**config.mk**
```make
export PLATFORM = sky130hd
export DESIGN_NAME = gbc_cpu_bus_bridge_flat
export DESIGN_NICKNAME = d
export VERILOG_FILES = /design/src/rtl/gbc_cpu_bus_bridge_if.sv /design/src/rtl/gbc_cpu_bus_bridge.sv /design/src/flat_wrapper.sv
export SDC_FILE = /design/constraint.sdc
export NUM_CORES = 1
export LEC_CHECK = 0
export CORE_ASPECT_RATIO = 1.2
export CORE_MARGIN = 5
export CORE_UTILIZATION = 45
export CTS_CLUSTER_SIZE = 25
export DETAILED_ROUTE_END_ITERATION = 7
export GPL_TIMING_DRIVEN = 1
export PLACE_DENSITY = 0.8
export SLEW_MARGIN = 20
export SYNTH_ARGS = -nofsm -noshare
export SYNTH_HDL_FRONTEND = slang
export SYNTH_SLANG_ARGS = --single-unit
```
**constraint.sdc**
```tcl
create_clock -name CLK -period 2.2 [get_ports CLK]
set_input_delay 0.55 -clock CLK [delete_from_list [all_inputs] [get_ports CLK]]
set_output_delay 0.55 -clock CLK [all_outputs]
set_load 0.1 [all_outputs]
```
**src/rtl/gbc_cpu_bus_bridge_if.sv**
```systemverilog
// Wishbone (pipelined, 8-bit data / 16-bit address) link between the CPU bus
// bridge and the system memory bus.
//   master : bridge side, drives CYC/STB/WE/SEL/ADDR/DAT_ToTarget
//   slave  : target side, drives DAT_ToInitiator/ACK/STALL
interface gbc_cpu_bus_bridge_if;
  logic        CYC;
  logic        STB;
  logic        WE;
  logic        SEL;
  logic [15:0] ADDR;
  logic [7:0]  DAT_ToTarget;
  logic [7:0]  DAT_ToInitiator;
  logic        ACK;
  logic        STALL;

  modport master (
    output CYC, STB, WE, SEL, ADDR, DAT_ToTarget,
    input  DAT_ToInitiator, ACK, STALL
  );

  modport slave (
    input  CYC, STB, WE, SEL, ADDR, DAT_ToTarget,
    output DAT_ToInitiator, ACK, STALL
  );
endinterface

```
**src/rtl/gbc_cpu_bus_bridge.sv**
```systemverilog
// SM83 CPU -> Wishbone bridge. Turns the CPU's strobe-style access (qualified
// by the CATC clock enable) into one pipelined Wishbone transaction per strobe
// and stalls the CPU through Delay until the transaction finishes or times out.
//   CLK, RST_N         : clock, async active-low reset
//   Ce                 : CPU clock enable; CPU-side inputs sampled only when high
//   Read/Write         : CPU strobes (both high = write)
//   Address/DataOut    : CPU address / write data
//   DataIn             : read data to CPU, held until the next completed read
//   Delay              : stall request to CATC
//   BusError           : one-cycle pulse on timeout abort
//   wb                 : Wishbone master port
module gbc_cpu_bus_bridge #(
  parameter int         TimeoutCycles = 255,
  parameter logic [7:0] ErrorData     = 8'hFF
) (
  input  logic        CLK,
  input  logic        RST_N,
  input  logic        Ce,
  input  logic        Read,
  input  logic        Write,
  input  logic [15:0] Address,
  input  logic [7:0]  DataOut,
  output logic [7:0]  DataIn,
  output logic        Delay,
  output logic        BusError,
  gbc_cpu_bus_bridge_if.master wb
);

  localparam int CW = $clog2(TimeoutCycles + 1);

  typedef enum logic [1:0] {IDLE, REQ, WAIT, DONE} state_t;

  state_t          state;
  logic            prev_strobe;
  logic [CW-1:0]   cnt;
  logic            strobe;
  logic            launch;
  logic            timeout_hit;

  assign strobe      = Read | Write;
  // Edge-detect on the strobe so a strobe held over several Ce cycles
  // produces a single transaction.
  assign launch      = Ce & strobe & ~prev_strobe & (state == IDLE);
  // Counter reaches TimeoutCycles on this edge.
  assign timeout_hit = (cnt == CW'(TimeoutCycles - 1));

  // Gated by RST_N so the stall request drops with the async reset even
  // while the CPU still presents a strobe.
  assign Delay = RST_N & (launch | (state == REQ) | (state == WAIT));

  always_ff @(posedge CLK or negedge RST_N) begin
    if (!RST_N) begin
      state           <= IDLE;
      prev_strobe     <= 1'b0;
      cnt             <= '0;
      DataIn          <= 8'hFF;
      BusError        <= 1'b0;
      wb.CYC          <= 1'b0;
      wb.STB          <= 1'b0;
      wb.SEL          <= 1'b0;
      wb.WE           <= 1'b0;
      wb.ADDR         <= '0;
      wb.DAT_ToTarget <= '0;
    end else begin
      BusError <= 1'b0;
      if (Ce) prev_strobe <= strobe;

      case (state)
        IDLE: begin
          if (launch) begin
            wb.ADDR         <= Address;
            wb.DAT_ToTarget <= DataOut;
            wb.WE           <= Write;
            wb.CYC          <= 1'b1;
            wb.STB          <= 1'b1;
            wb.SEL          <= 1'b1;
            cnt             <= '0;
            state           <= REQ;
          end
        end

        REQ: begin
          cnt <= cnt + 1'b1;
          // ACK only counts once the strobe is accepted (STALL low);
          // an ACK under STALL is a target protocol error and is ignored.
          if (!wb.STALL && wb.ACK) begin
            wb.CYC <= 1'b0;
            wb.STB <= 1'b0;
            wb.SEL <= 1'b0;
            if (!wb.WE) DataIn <= wb.DAT_ToInitiator;
            state  <= DONE;
          end else if (timeout_hit) begin
            wb.CYC   <= 1'b0;
            wb.STB   <= 1'b0;
            wb.SEL   <= 1'b0;
            if (!wb.WE) DataIn <= ErrorData;
            BusError <= 1'b1;
            state    <= DONE;
          end else if (!wb.STALL) begin
            wb.STB <= 1'b0;
            wb.SEL <= 1'b0;
            state  <= WAIT;
          end
        end

        WAIT: begin
          cnt <= cnt + 1'b1;
          if (wb.ACK) begin
            wb.CYC <= 1'b0;
            if (!wb.WE) DataIn <= wb.DAT_ToInitiator;
            state  <= DONE;
          end else if (timeout_hit) begin
            wb.CYC   <= 1'b0;
            if (!wb.WE) DataIn <= ErrorData;
            BusError <= 1'b1;
            state    <= DONE;
          end
        end

        // One idle beat so Delay releases with DataIn already valid.
        DONE: state <= IDLE;

        default: state <= IDLE;
      endcase
    end
  end

endmodule

```
**src/flat_wrapper.sv**
```systemverilog
// flat-port wrapper written by rule: the top's interface ports become plain ports
module gbc_cpu_bus_bridge_flat 
#(
  parameter int         TimeoutCycles = 255,
  parameter logic [7:0] ErrorData     = 8'hFF
)
  (CLK, RST_N, Ce, Read, Write, Address, DataOut, DataIn, Delay, BusError, wb_CYC, wb_STB, wb_WE, wb_SEL, wb_ADDR, wb_DAT_ToTarget, wb_DAT_ToInitiator, wb_ACK, wb_STALL);
  gbc_cpu_bus_bridge_if wb_i ();
  input  logic CLK;
  input  logic RST_N;
  input  logic Ce;
  input  logic Read;
  input  logic Write;
  input  logic [15:0] Address;
  input  logic [7:0] DataOut;
  output logic [7:0] DataIn;
  output logic Delay;
  output logic BusError;
  output wire logic [$bits(wb_i.CYC)-1:0] wb_CYC;
  output wire logic [$bits(wb_i.STB)-1:0] wb_STB;
  output wire logic [$bits(wb_i.WE)-1:0] wb_WE;
  output wire logic [$bits(wb_i.SEL)-1:0] wb_SEL;
  output wire logic [$bits(wb_i.ADDR)-1:0] wb_ADDR;
  output wire logic [$bits(wb_i.DAT_ToTarget)-1:0] wb_DAT_ToTarget;
  input wire logic [$bits(wb_i.DAT_ToInitiator)-1:0] wb_DAT_ToInitiator;
  input wire logic [$bits(wb_i.ACK)-1:0] wb_ACK;
  input wire logic [$bits(wb_i.STALL)-1:0] wb_STALL;
  assign wb_CYC = wb_i.CYC;
  assign wb_STB = wb_i.STB;
  assign wb_WE = wb_i.WE;
  assign wb_SEL = wb_i.SEL;
  assign wb_ADDR = wb_i.ADDR;
  assign wb_DAT_ToTarget = wb_i.DAT_ToTarget;
  assign wb_i.DAT_ToInitiator = wb_DAT_ToInitiator;
  assign wb_i.ACK = wb_ACK;
  assign wb_i.STALL = wb_STALL;
  gbc_cpu_bus_bridge #(.TimeoutCycles(TimeoutCycles), .ErrorData(ErrorData)) u_core (.CLK(CLK), .RST_N(RST_N), .Ce(Ce), .Read(Read), .Write(Write), .Address(Address), .DataOut(DataOut), .DataIn(DataIn), .Delay(Delay), .BusError(BusError), .wb(wb_i));
endmodule
```
==> results.py, run 1 <==
metrics = {
    "sta": {
        "setup_viol": 1,
        "post-route-min-period_ns": 2.21,
        "fin_skew_ns": 0.0105,
        "final_max_slew_viol_count": 0,
        "period_share_pct": 100,
        "finalHoldViolCount": 0,
        "worst_pin_slew_ns": 0.576,
        "fmax_mhz": 453,
        "finalWorstSetupSlack_ns": -0.00655,
        "maxSlewHeadroom_pct": 61.6,
        "grt_setup_unrepaired": "true",
    },
    "grt": {
        "grt_max_degree": 48,
        "use_met2_pct": 28.4,
        "antenna_found_initial": 0,
        "grt_pass1_wl_mm": 8.09,
        "use_met1_pct": 20.1,
        "grt_pass1_vias": 1677,
        "gr-total-overflow": 0,
        "use_met3_pct": 2.70,
        "grt_usage_pct": 16.2,
        "top_usage_layer": "met2",
    },
    "placement": {
        "dp_slack_ns": -0.337,
        "portBuffers": 76,
        "gp_congestion": 0.803,
        "place_hpwl_mm": 3.75,
    },
    "die": {
        "ios": 77,
        "rows": 27,
        "dieWidth_um": 73.4,
        "die_area_um2": 6320,
        "coreArea_um2": 4630,
        "initial_utilization_pct": 46.9,
        "die_y_um": 86.1,
    },
    "worst_setup_path": {
        "arrival_ns": 1.66,
        "path_class": "reg -> out",
        "critPathRequiredTime_ns": 1.65,
        "worstPathMaxFanout": 2,
        "critPathCaptureType": "output pin",
        "startpoint_type": "flop",
        "reg2regPathDepth": 6,
    },
    "cts": {
        "cts-htree-levels": 2,
        "clockBufferDepth": 2,
        "cts_hold_buf": 0,
        "cts_made_buffers": 5,
        "cts_tree": "yes",
        "clk_pin_slew_ns": 0.09,
        "clkLatencyLatePin_ns": 0.29,
        "cts.sinks": 47,
        "cts-root-buf": "clkbuf_8",
    },
    "logic_synthesis": {
        "synth_nets": 211,
        "synth_cell_types": 39,
        "avgSynthCellArea_um2": 13.1,
        "netlist_instances": 166,
        "yosysWarningCount": 0,
        "synth_seq_area_share_pct": 54.6,
        "ys_ff_latch": 47,
        "syn_area_um2": 2170,
    },
    "finish": {
        "area_growth_pct": 45.7,
        "drive_above_1_share_pct": 40.8,
        "mostFrequentLayoutCells": "buf_4 (40), dfrtp_1 (39), clkdlybuf4s50_1 (34)",
        "final_common_cell": "buf_4",
        "nets": 299,
        "fillers": 350,
        "antenna-diode-count": 0,
    },
    "job": {
        "drv_cap": 0,
    },
    "drt": {
        "wl_per_cell_um": 16.4,
        "wl_mm": 5.13,
        "dr.pass1.iters": 4,
        "via_count": 1626,
        "ant_nets": 0,
        "vias_per_cell": 5.19,
        "drc_errors": 0,
        "drt_iter0_drc": 50,
    },
    "hold_path": {
        "hold_path_class": "in -> async",
    },
    "outcome": {
        "outcome": "finished with violations",
        "violations": "negative setup slack",
    },
}
## layer usage
layer	wire, µm	part of all wire, %	vias to the layer above
li1	-	-	769
met1	2090	41	804
met2	2650	52	45
met3	285	5.6	8
met4	95	1.9	0
met5	0	0	-
## registers in the layout, summed over array words and instances (netlist names)
signal,flops
u_core.wb.DAT_ToTarget,8
u_core.BusError,1
u_core.wb.STB,1
u_core.DataIn,8
u_core.wb.WE,1
u_core.wb.CYC,1
u_core.prev_strobe,1
u_core.state,2
u_core.cnt,8
u_core.wb.ADDR,16
## area by class of cell
type                    instances  area [µm²]  area share [%]
flip-flops and latches         47        1190            37.5
multi-input cells             105         933            29.5
repair buffers                 87         852            26.9
clock buffers                   7        86.3            2.73
well taps                      58        72.6            2.29
inverters                       8        30.0           0.949
clock inverters                 1        5.00           0.158
## final timing paths
kind                                  from                 to  slack (ns)
hold / removal                       RST_N    u_core.BusError        0.36
hold reg to reg              u_core.cnt[6]      u_core.cnt[6]        0.50
min in group CLK             u_core.cnt[6]      u_core.cnt[6]        0.50
setup reg to reg           u_core.state[0]  u_core.wb.ADDR[1]        0.42
max in group asynchronous            RST_N   u_core.DataIn[2]        1.44
setup / recovery           u_core.state[0]              Delay      -0.007
## synth_stat cells, drive strengths merged
master | count | area, µm²
o2bb2ai | 1 | 8.76
o211ai | 1 | 7.51
a32oi | 1 | 8.76
clkbuf | 2 | 7.51
a21bo | 1 | 10.0
o31ai | 3 | 22.5
o41ai | 1 | 8.76
mux2 | 25 | 345
ha | 6 | 75.1
nand3 | 4 | 20.0
or3 | 1 | 6.26
nand2 | 6 | 22.5
and2 | 2 | 12.5
dfrtp | 39 | 976
a21boi | 2 | 15.0
o31a | 1 | 8.76
and4 | 1 | 8.76
a21o | 2 | 15.0
a2111oi | 1 | 8.76
o21ai | 13 | 68.8
inv | 8 | 30.0
buf | 4 | 53.8
nand2b | 5 | 31.3
nand4 | 2 | 12.5
nor2 | 5 | 18.8
nor2b | 1 | 6.26
dfstp | 8 | 210
o21a | 1 | 7.51
a31o | 1 | 8.76
o22a | 8 | 70.1
and3 | 2 | 12.5
or2 | 2 | 12.5
a21oi | 6 | 41.3
## stage by stage
| stage | instances | util (%) | TNS, ns | hold slack (ns) | instance area (µm²) |
|---|---|---|---|---|---|
| finish | 313 | 68.4 | -0.00655 | 0.356 | 3170 |
| floorplan | 166 | - | -0.197 | 0.254 | 2200 |
| detailed placement | 299 | 65.4 | -5.44 | 0.485 | 3030 |
| CTS | 312 | 68.2 | -0.0440 | 0.385 | 3160 |
| global route | 313 | 68.4 | -0.0489 | 0.424 | 3170 |
| global placement | 299 | 65.4 | -5.01 | 0.483 | 3030 |
## critical path, cell delays in order (launching register included)
cell and delay [ns]:
dfrtp_1 0.40, inv_2 0.09, ha_4 0.13, inv_2 0.03, or3_4 0.36, a21boi_4 0.16, buf_12 0.19
## logic make-up after synthesis
group / synth area share (%)
buffers and inverters: 4.21
flip-flops: 54.6
multiplexers: 15.9
adder cells (fa/ha/maj): 3.46
AND/OR/NAND/NOR: 7.55
AO/OA/AOI/OAI: 14.3
## timing repair
action,in CTS,in global routing
setup buffers,5,1
endpoints found under the setup margin,1,1
pin swaps,3,2
gates resized for setup,6,0
Power of run 1 is not shown: default switching activity piles up to over one toggle a cycle in this logic, so the estimate is an artifact.
==> run 2, diff against run 1 <==
--- a/config.mk
+++ b/config.mk
@@ -8,11 +8,11 @@
 export CORE_ASPECT_RATIO = 1.2
 export CORE_MARGIN = 5
 export CORE_UTILIZATION = 45
+export CTS_CLUSTER_DIAMETER = 30
 export CTS_CLUSTER_SIZE = 25
 export DETAILED_ROUTE_END_ITERATION = 7
 export GPL_TIMING_DRIVEN = 1
 export PLACE_DENSITY = 0.8
-export SLEW_MARGIN = 20
 export SYNTH_ARGS = -nofsm -noshare
 export SYNTH_HDL_FRONTEND = slang
 export SYNTH_SLANG_ARGS = --single-unit
==> results of run 2 <==
Same layout as run 1: the final DEF is identical, and so are final timing and power.
Power of run 2 is left out for the same reason.
